### src/rtl/pts_bit_streamer_pkg.sv
// pts_bit_streamer_pkg: shared FSM state type and default word width for the bit streamer
package pts_pkg;
    typedef enum logic [1:0] {IDLE, SHIFT, PARITY} state_t;
    localparam int DEF_NUM_BITS = 8;
endpackage

### src/rtl/pts_bit_streamer_if.sv
// pts_bit_streamer_if: load handshake + serial output bundle
//   master (upstream/consumer side): drives load_data, load_valid, shift_enable
//   slave  (streamer side):          drives load_ready, serial_out, busy, done
interface pts_bit_streamer_if import pts_pkg::*; #(parameter int NUM_BITS = DEF_NUM_BITS);
    logic [NUM_BITS-1:0] load_data;
    logic                load_valid;
    logic                load_ready;
    logic                shift_enable;
    logic                serial_out;
    logic                busy;
    logic                done;
    modport master (output load_data, load_valid, shift_enable, input load_ready, serial_out, busy, done);
    modport slave  (input load_data, load_valid, shift_enable, output load_ready, serial_out, busy, done);
endinterface

### src/rtl/pts_bit_counter.sv
// pts_bit_counter: bit-position counter, wraps to 0 after rollover_val
//   clk, n_rst (async active-low), clear (priority), count_enable, rollover_val
//   count, at_last (count == rollover_val)
module pts_bit_counter #(parameter int WIDTH = 4) (
    input  logic             clk,
    input  logic             n_rst,
    input  logic             clear,
    input  logic             count_enable,
    input  logic [WIDTH-1:0] rollover_val,
    output logic [WIDTH-1:0] count,
    output logic             at_last
);
    assign at_last = count == rollover_val;
    always_ff @(posedge clk or negedge n_rst) begin
        if (!n_rst) count <= '0;
        else if (clear) count <= '0;
        else if (count_enable) count <= at_last ? '0 : count + 1'b1;
    end
endmodule

### src/rtl/pts_bit_streamer.sv
// pts_bit_streamer: parallel-to-serial streamer, one bit per enabled clock, back-to-back words
//   clk, n_rst (async active-low), bus (pts_bit_streamer_if.slave)
//   optional even-parity bit after each word when PTS_PARITY_EN is defined
module pts_bit_streamer import pts_pkg::*; #(
    parameter int NUM_BITS  = DEF_NUM_BITS,
    parameter int MSB_FIRST = 1
) (
    input logic                 clk,
    input logic                 n_rst,
    pts_bit_streamer_if.slave   bus
);
    localparam int CW = $clog2(NUM_BITS + 1);
    state_t              state_q, state_d;
    logic [NUM_BITS-1:0] sr_q;
    logic [CW-1:0]       cnt;
    logic                at_last, final_c, accept, head, done_q;
`ifdef PTS_PARITY_EN
    logic                par_q;
    assign final_c = state_q == PARITY;
`else
    assign final_c = state_q == SHIFT && at_last;
`endif
    // A new word may only be taken when the last bit-time is actually being consumed.
    assign bus.load_ready = state_q == IDLE || (final_c && bus.shift_enable);
    assign accept         = bus.load_valid && bus.load_ready;
    assign head           = MSB_FIRST != 0 ? sr_q[NUM_BITS-1] : sr_q[0];
    assign bus.busy       = state_q != IDLE;
    assign bus.done       = done_q;
`ifdef PTS_PARITY_EN
    assign bus.serial_out = state_q == PARITY ? par_q : state_q == SHIFT && head;
`else
    assign bus.serial_out = state_q == SHIFT && head;
`endif
    pts_bit_counter #(.WIDTH(CW)) u_cnt (
        .clk          (clk),
        .n_rst        (n_rst),
        .clear        (accept),
        .count_enable (state_q == SHIFT && bus.shift_enable),
        .rollover_val (CW'(NUM_BITS - 1)),
        .count        (cnt),
        .at_last      (at_last)
    );
    always_comb begin
        state_d = state_q;
        case (state_q)
            IDLE:    state_d = accept ? SHIFT : IDLE;
`ifdef PTS_PARITY_EN
            SHIFT:   state_d = bus.shift_enable && at_last ? PARITY : SHIFT;
            PARITY:  state_d = bus.shift_enable ? (accept ? SHIFT : IDLE) : PARITY;
`else
            SHIFT:   state_d = bus.shift_enable && at_last ? (accept ? SHIFT : IDLE) : SHIFT;
`endif
            default: state_d = IDLE;
        endcase
    end
    always_ff @(posedge clk or negedge n_rst) begin
        if (!n_rst) begin
            state_q <= IDLE;
            sr_q    <= '0;
            done_q  <= 1'b0;
        end else begin
            state_q <= state_d;
            done_q  <= final_c && bus.shift_enable;
            if (accept) sr_q <= bus.load_data;
            else if (state_q == SHIFT && bus.shift_enable)
                sr_q <= MSB_FIRST != 0 ? {sr_q[NUM_BITS-2:0], 1'b0} : {1'b0, sr_q[NUM_BITS-1:1]};
        end
    end
`ifdef PTS_PARITY_EN
    always_ff @(posedge clk or negedge n_rst) begin
        if (!n_rst) par_q <= 1'b0;
        else if (accept) par_q <= ^bus.load_data;
    end
`else
    logic unused_cnt;
    assign unused_cnt = ^cnt;
`endif
endmodule
### src/flat_wrapper.sv
// flat-port wrapper written by rule: the top's interface ports become plain ports
module pts_bit_streamer_flat import pts_pkg::*;
#(
    parameter int NUM_BITS  = DEF_NUM_BITS,
    parameter int MSB_FIRST = 1
)
  (clk, n_rst, bus_load_data, bus_load_valid, bus_shift_enable, bus_load_ready, bus_serial_out, bus_busy, bus_done);
  pts_bit_streamer_if #(.NUM_BITS(NUM_BITS)) bus_i ();
  input logic clk;
  input logic n_rst;
  input wire logic [$bits(bus_i.load_data)-1:0] bus_load_data;
  input wire logic [$bits(bus_i.load_valid)-1:0] bus_load_valid;
  input wire logic [$bits(bus_i.shift_enable)-1:0] bus_shift_enable;
  output wire logic [$bits(bus_i.load_ready)-1:0] bus_load_ready;
  output wire logic [$bits(bus_i.serial_out)-1:0] bus_serial_out;
  output wire logic [$bits(bus_i.busy)-1:0] bus_busy;
  output wire logic [$bits(bus_i.done)-1:0] bus_done;
  assign bus_i.load_data = bus_load_data;
  assign bus_i.load_valid = bus_load_valid;
  assign bus_i.shift_enable = bus_shift_enable;
  assign bus_load_ready = bus_i.load_ready;
  assign bus_serial_out = bus_i.serial_out;
  assign bus_busy = bus_i.busy;
  assign bus_done = bus_i.done;
  pts_bit_streamer #(.NUM_BITS(NUM_BITS), .MSB_FIRST(MSB_FIRST)) u_core (.clk(clk), .n_rst(n_rst), .bus(bus_i));
endmodule
### config.mk
export PLATFORM = sky130hd
export DESIGN_NAME = pts_bit_streamer_flat
export DESIGN_NICKNAME = d
export VERILOG_FILES = /design/src/rtl/pts_bit_streamer_pkg.sv /design/src/rtl/pts_bit_streamer_if.sv /design/src/rtl/pts_bit_counter.sv /design/src/rtl/pts_bit_streamer.sv /design/src/flat_wrapper.sv
export SDC_FILE = /design/constraint.sdc
export NUM_CORES = 1
export LEC_CHECK = 0
export BUFFER_PORTS_ARGS = -buffer_cell sky130_fd_sc_hd__buf_2
export CAP_MARGIN = 20
export CORE_ASPECT_RATIO = 1.75
export CORE_MARGIN = 2
export CORE_UTILIZATION = 40
export CTS_BUF_LIST = sky130_fd_sc_hd__clkbuf_8
export DETAILED_ROUTE_END_ITERATION = 7
export SYNTH_ARGS = -nofsm -noshare
export SYNTH_HDL_FRONTEND = slang
export SYNTH_SLANG_ARGS = --single-unit
### constraint.sdc
create_clock -name clk -period 3.4 [get_ports clk]
set_input_delay 0.51 -clock clk [delete_from_list [all_inputs] [get_ports clk]]
set_output_delay 0.51 -clock clk [all_outputs]
set_load 0.005 [all_outputs]
==> metrics.yaml <==
floorplan:
  die_h_um: 67.86
  start_util_pct: 41.53
  die_x_um: 40.49
  design.core.area_um2: 2245
  dieArea_um2: 2748
  io_pins: 16
  rows: 23
global_route:
  grt.met1_usage_pct: 23.46
  grt_pass1_vias: 799
  grt_usage_pct: 18.00
  grt.busiest_layer: "met2"
  grt_use_met2_pct: 27.58
  antenna_found_initial: 0
  grt_pass1_wl_mm: 3.422
  use_met3_pct: 2.273
  grt_overflow: 0
  grt_max_degree: 28
critical_path:
  required_ns: 2.89
  r2r_slack_ns: 1.55
  reg2reg_depth: 3
  cp_max_fo: 15
  cp-end-kind: "output port"
  r2r-end: "u_core.sr_q[3]"
  worst_setup_path_start_kind: "flip-flop"
  arrival_ns: 1.57
  r2r-start: "u_core.state_q[0]"
  critPathKind: "reg2out"
pwr:
  p_comb_share_pct: 32.4
  switching_share_pct: 33.70
  power.internal_w: 0.0004466
  fin_total_pwr_w: 0.0006736
  leakage_nw: 0.4879
  p_switching_w: 0.0002270
  clkPwrFrac_pct: 24.1
  powerDensity_nw_per_um2: 647.9
  ir_drop_v: 0.0003912
  power_frac_seq_pct: 43.6
timing:
  fin_skew_ns: 0.002702
  rsz0062_at_grt: "false"
  finalMaxSlewViolations: 0
  period_share_pct: 61.18
  setup_tns_ns: 0
  fmax_mhz: 480.7
  slew_headroom_pct: 50.75
  setup_violations: 0
  finalHoldViolations: 0
  worst_slew_pin_slew_ns: 0.7387
  min_period_ns: 2.080
logic_synthesis:
  synth_seq_cells: 14
  syn_area_um2: 932.1
  yosysWarnings: 0
  synth_area_per_cell_um2: 8.474
  ys_seq_area_share_pct: 37.58
  synth_edf_count: 0
  postSynthCellCount: 110
  ys_async_sr_fraction_pct: 100.0
  syn_nets: 123
  ys.flop_type: "dfrtp_1"
  synth_cell_types: 32
clocking:
  cts_made_buffers: 3
  clkTransAtPathRegs_ns: 0.06
  holdBufCountCts: 0
  ctsHtreeMaxLevel: 1
  clock_tree.buffer_depth: 2
  cts_setup_buffers: 0
  clk_latency_ns: 0.24
  cts_tree: "yes"
  ctsResizeCount: 0
  root_buffer: "clkbuf_8"
  cts.sinks: 14
placement:
  place_congestion: 0.7286
  post-dp-hpwl_mm: 1.437
  portBuffers: 15
  postPlaceCellArea_um2: 984.7
job:
  maxCapViolations: 0
layout:
  fillers: 230
  num_antenna_cells: 0
  fin_area_um2: 1040
  multiInputGateArea_um2: 524.3
  seq_area_um2: 350.3
  drive_gt1_share_pct: 16.67
  utilization_pct: 46.32
  area_growth_pct: 11.54
  nNetsFinal: 134
route:
  dr.pass1.iters: 4
  routed_via_density: 5.869
  wl_per_cell_um: 14.30
  vias: 851
  drtIter0Drc: 22
  wl_mm: 2.073
  ant_nets: 0
  drc_errors: 0
outcome:
  outcome: "finished, final reports clean"
worst_hold_path:
  hold_path_class: "in2async"
[through the flow]
step | setup slack (ns) | instances | hold WS [ns]
final | 1.320 | 145 | 0.1593
after global routing | 1.221 | 145 | 0.1882
after CTS | 1.316 | 145 | 0.1691
after detailed placement | 1.402 | 141 | 0.4305
after global placement | 1.424 | 141 | 0.4342
after floorplan | 1.754 | 110 | 0.2144
[Yosys cell counts, types with 2 or more instances]
cell	n	share of area, %
or3_1	6	4.0
nand2_1	6	2.4
dfrtp_1	14	38
nor2b_1	8	5.4
buf_2	6	3.2
nor3_1	6	3.2
nand3b_1	2	1.6
and2_1	2	1.3
nor2_1	9	3.6
nand2b_1	2	1.3
a21oi_1	7	3.8
o21ai_0	8	4.3
nand3_1	10	5.4
o211a_1	6	6.4
[cells by family after synthesis]
family | share of synthesized area [%]
compound gates | 19.60
xor+xnor | 0.9398
fa+ha+maj | 1.342
buf+inv | 6.174
flops | 37.58
mux | 1.074
simple gates | 33.29
[flip-flops by register name (all words and copies together), names as in the netlist]
register            cells
u_core.state_q          1
u_core.sr_q             8
u_core.bus.done         1
u_core.u_cnt.count      4
[layout make-up]
class	count	share of cell area (%)
well taps	25	3.008
multi-input cells	86	50.42
inverters	1	0.3610
clock buffers	4	5.295
repair buffers	15	7.220
flip-flops and latches	14	33.69
[power by group through the flow]
stage | clock network [W] | logic [W] | registers (W)
5_1_grt | 0.000175 | 0.000249 | 0.000303
6_report | 0.000162 | 0.000218 | 0.000293
2_1_floorplan | 0 | 0.000184 | 0.000272
3_3_place_gp | 0 | 0.000214 | 0.000293
4_1_cts | 0.000167 | 0.000220 | 0.000292
3_5_place_dp | 0 | 0.000219 | 0.000295
[how the worst max path moves through the flow]
stage	startpoint	to	slack, ns	depth (start not counted)
5_1_grt	u_core.u_cnt.count[0]	bus_load_ready	1.22	4
3_5_place_dp	bus_shift_enable	bus_load_ready	1.40	4
2_1_floorplan	u_core.u_cnt.count[0]	bus_load_ready	1.75	4
6_report	u_core.u_cnt.count[0]	bus_load_ready	1.32	4
3_3_place_gp	bus_shift_enable	bus_load_ready	1.42	4
4_1_cts	u_core.u_cnt.count[0]	bus_load_ready	1.32	4
[cells in the final DEF (no fill, tap or decap)]
| master | synthesis | routed |
|---|---|---|
| nand4b_1 | 1 | 1 |
| mux2i_1 | 1 | 1 |
| xnor2_1 | 1 | 1 |
| dfrtp_1 | 14 | 14 |
| o211a_1 | 6 | 6 |
| nor2_1 | 9 | 9 |
| nand4_1 | 1 | 1 |
| nand3b_1 | 2 | 2 |
| nand2b_1 | 2 | 2 |
| clkbuf_8 | 0 | 4 |
| a22o_1 | 1 | 1 |
| or3_1 | 6 | 6 |
| or4b_1 | 1 | 1 |
| a21o_1 | 1 | 1 |
| nor3_1 | 6 | 6 |
| o311a_1 | 1 | 1 |
| a31oi_1 | 1 | 1 |
| nand3_1 | 10 | 10 |
| and4b_4 | 1 | 1 |
| o22ai_1 | 1 | 1 |
| o21ai_0 | 8 | 8 |
| a21oi_1 | 7 | 7 |
| nand2_1 | 6 | 6 |
| nor3b_1 | 1 | 1 |
| ha_1 | 1 | 1 |
| nor2b_1 | 8 | 8 |
| inv_1 | 1 | 1 |
| and2_1 | 2 | 2 |
| o32ai_1 | 1 | 1 |
| buf_2 | 6 | 15 |
[worst max-delay path: stages (launching register included)]
cell	delay (ns)
dfrtp_1	0.42
ha_1	0.26
and4b_4	0.37
nand2b_1	0.15
buf_2	0.13
[routing by layer]
metal,vias up,wire (µm)
met1,413,924
met5,-,0
met4,0,41
met2,18,1037
met3,4,69
li1,416,-
Note: power is estimated with default switching activity, not from simulation.
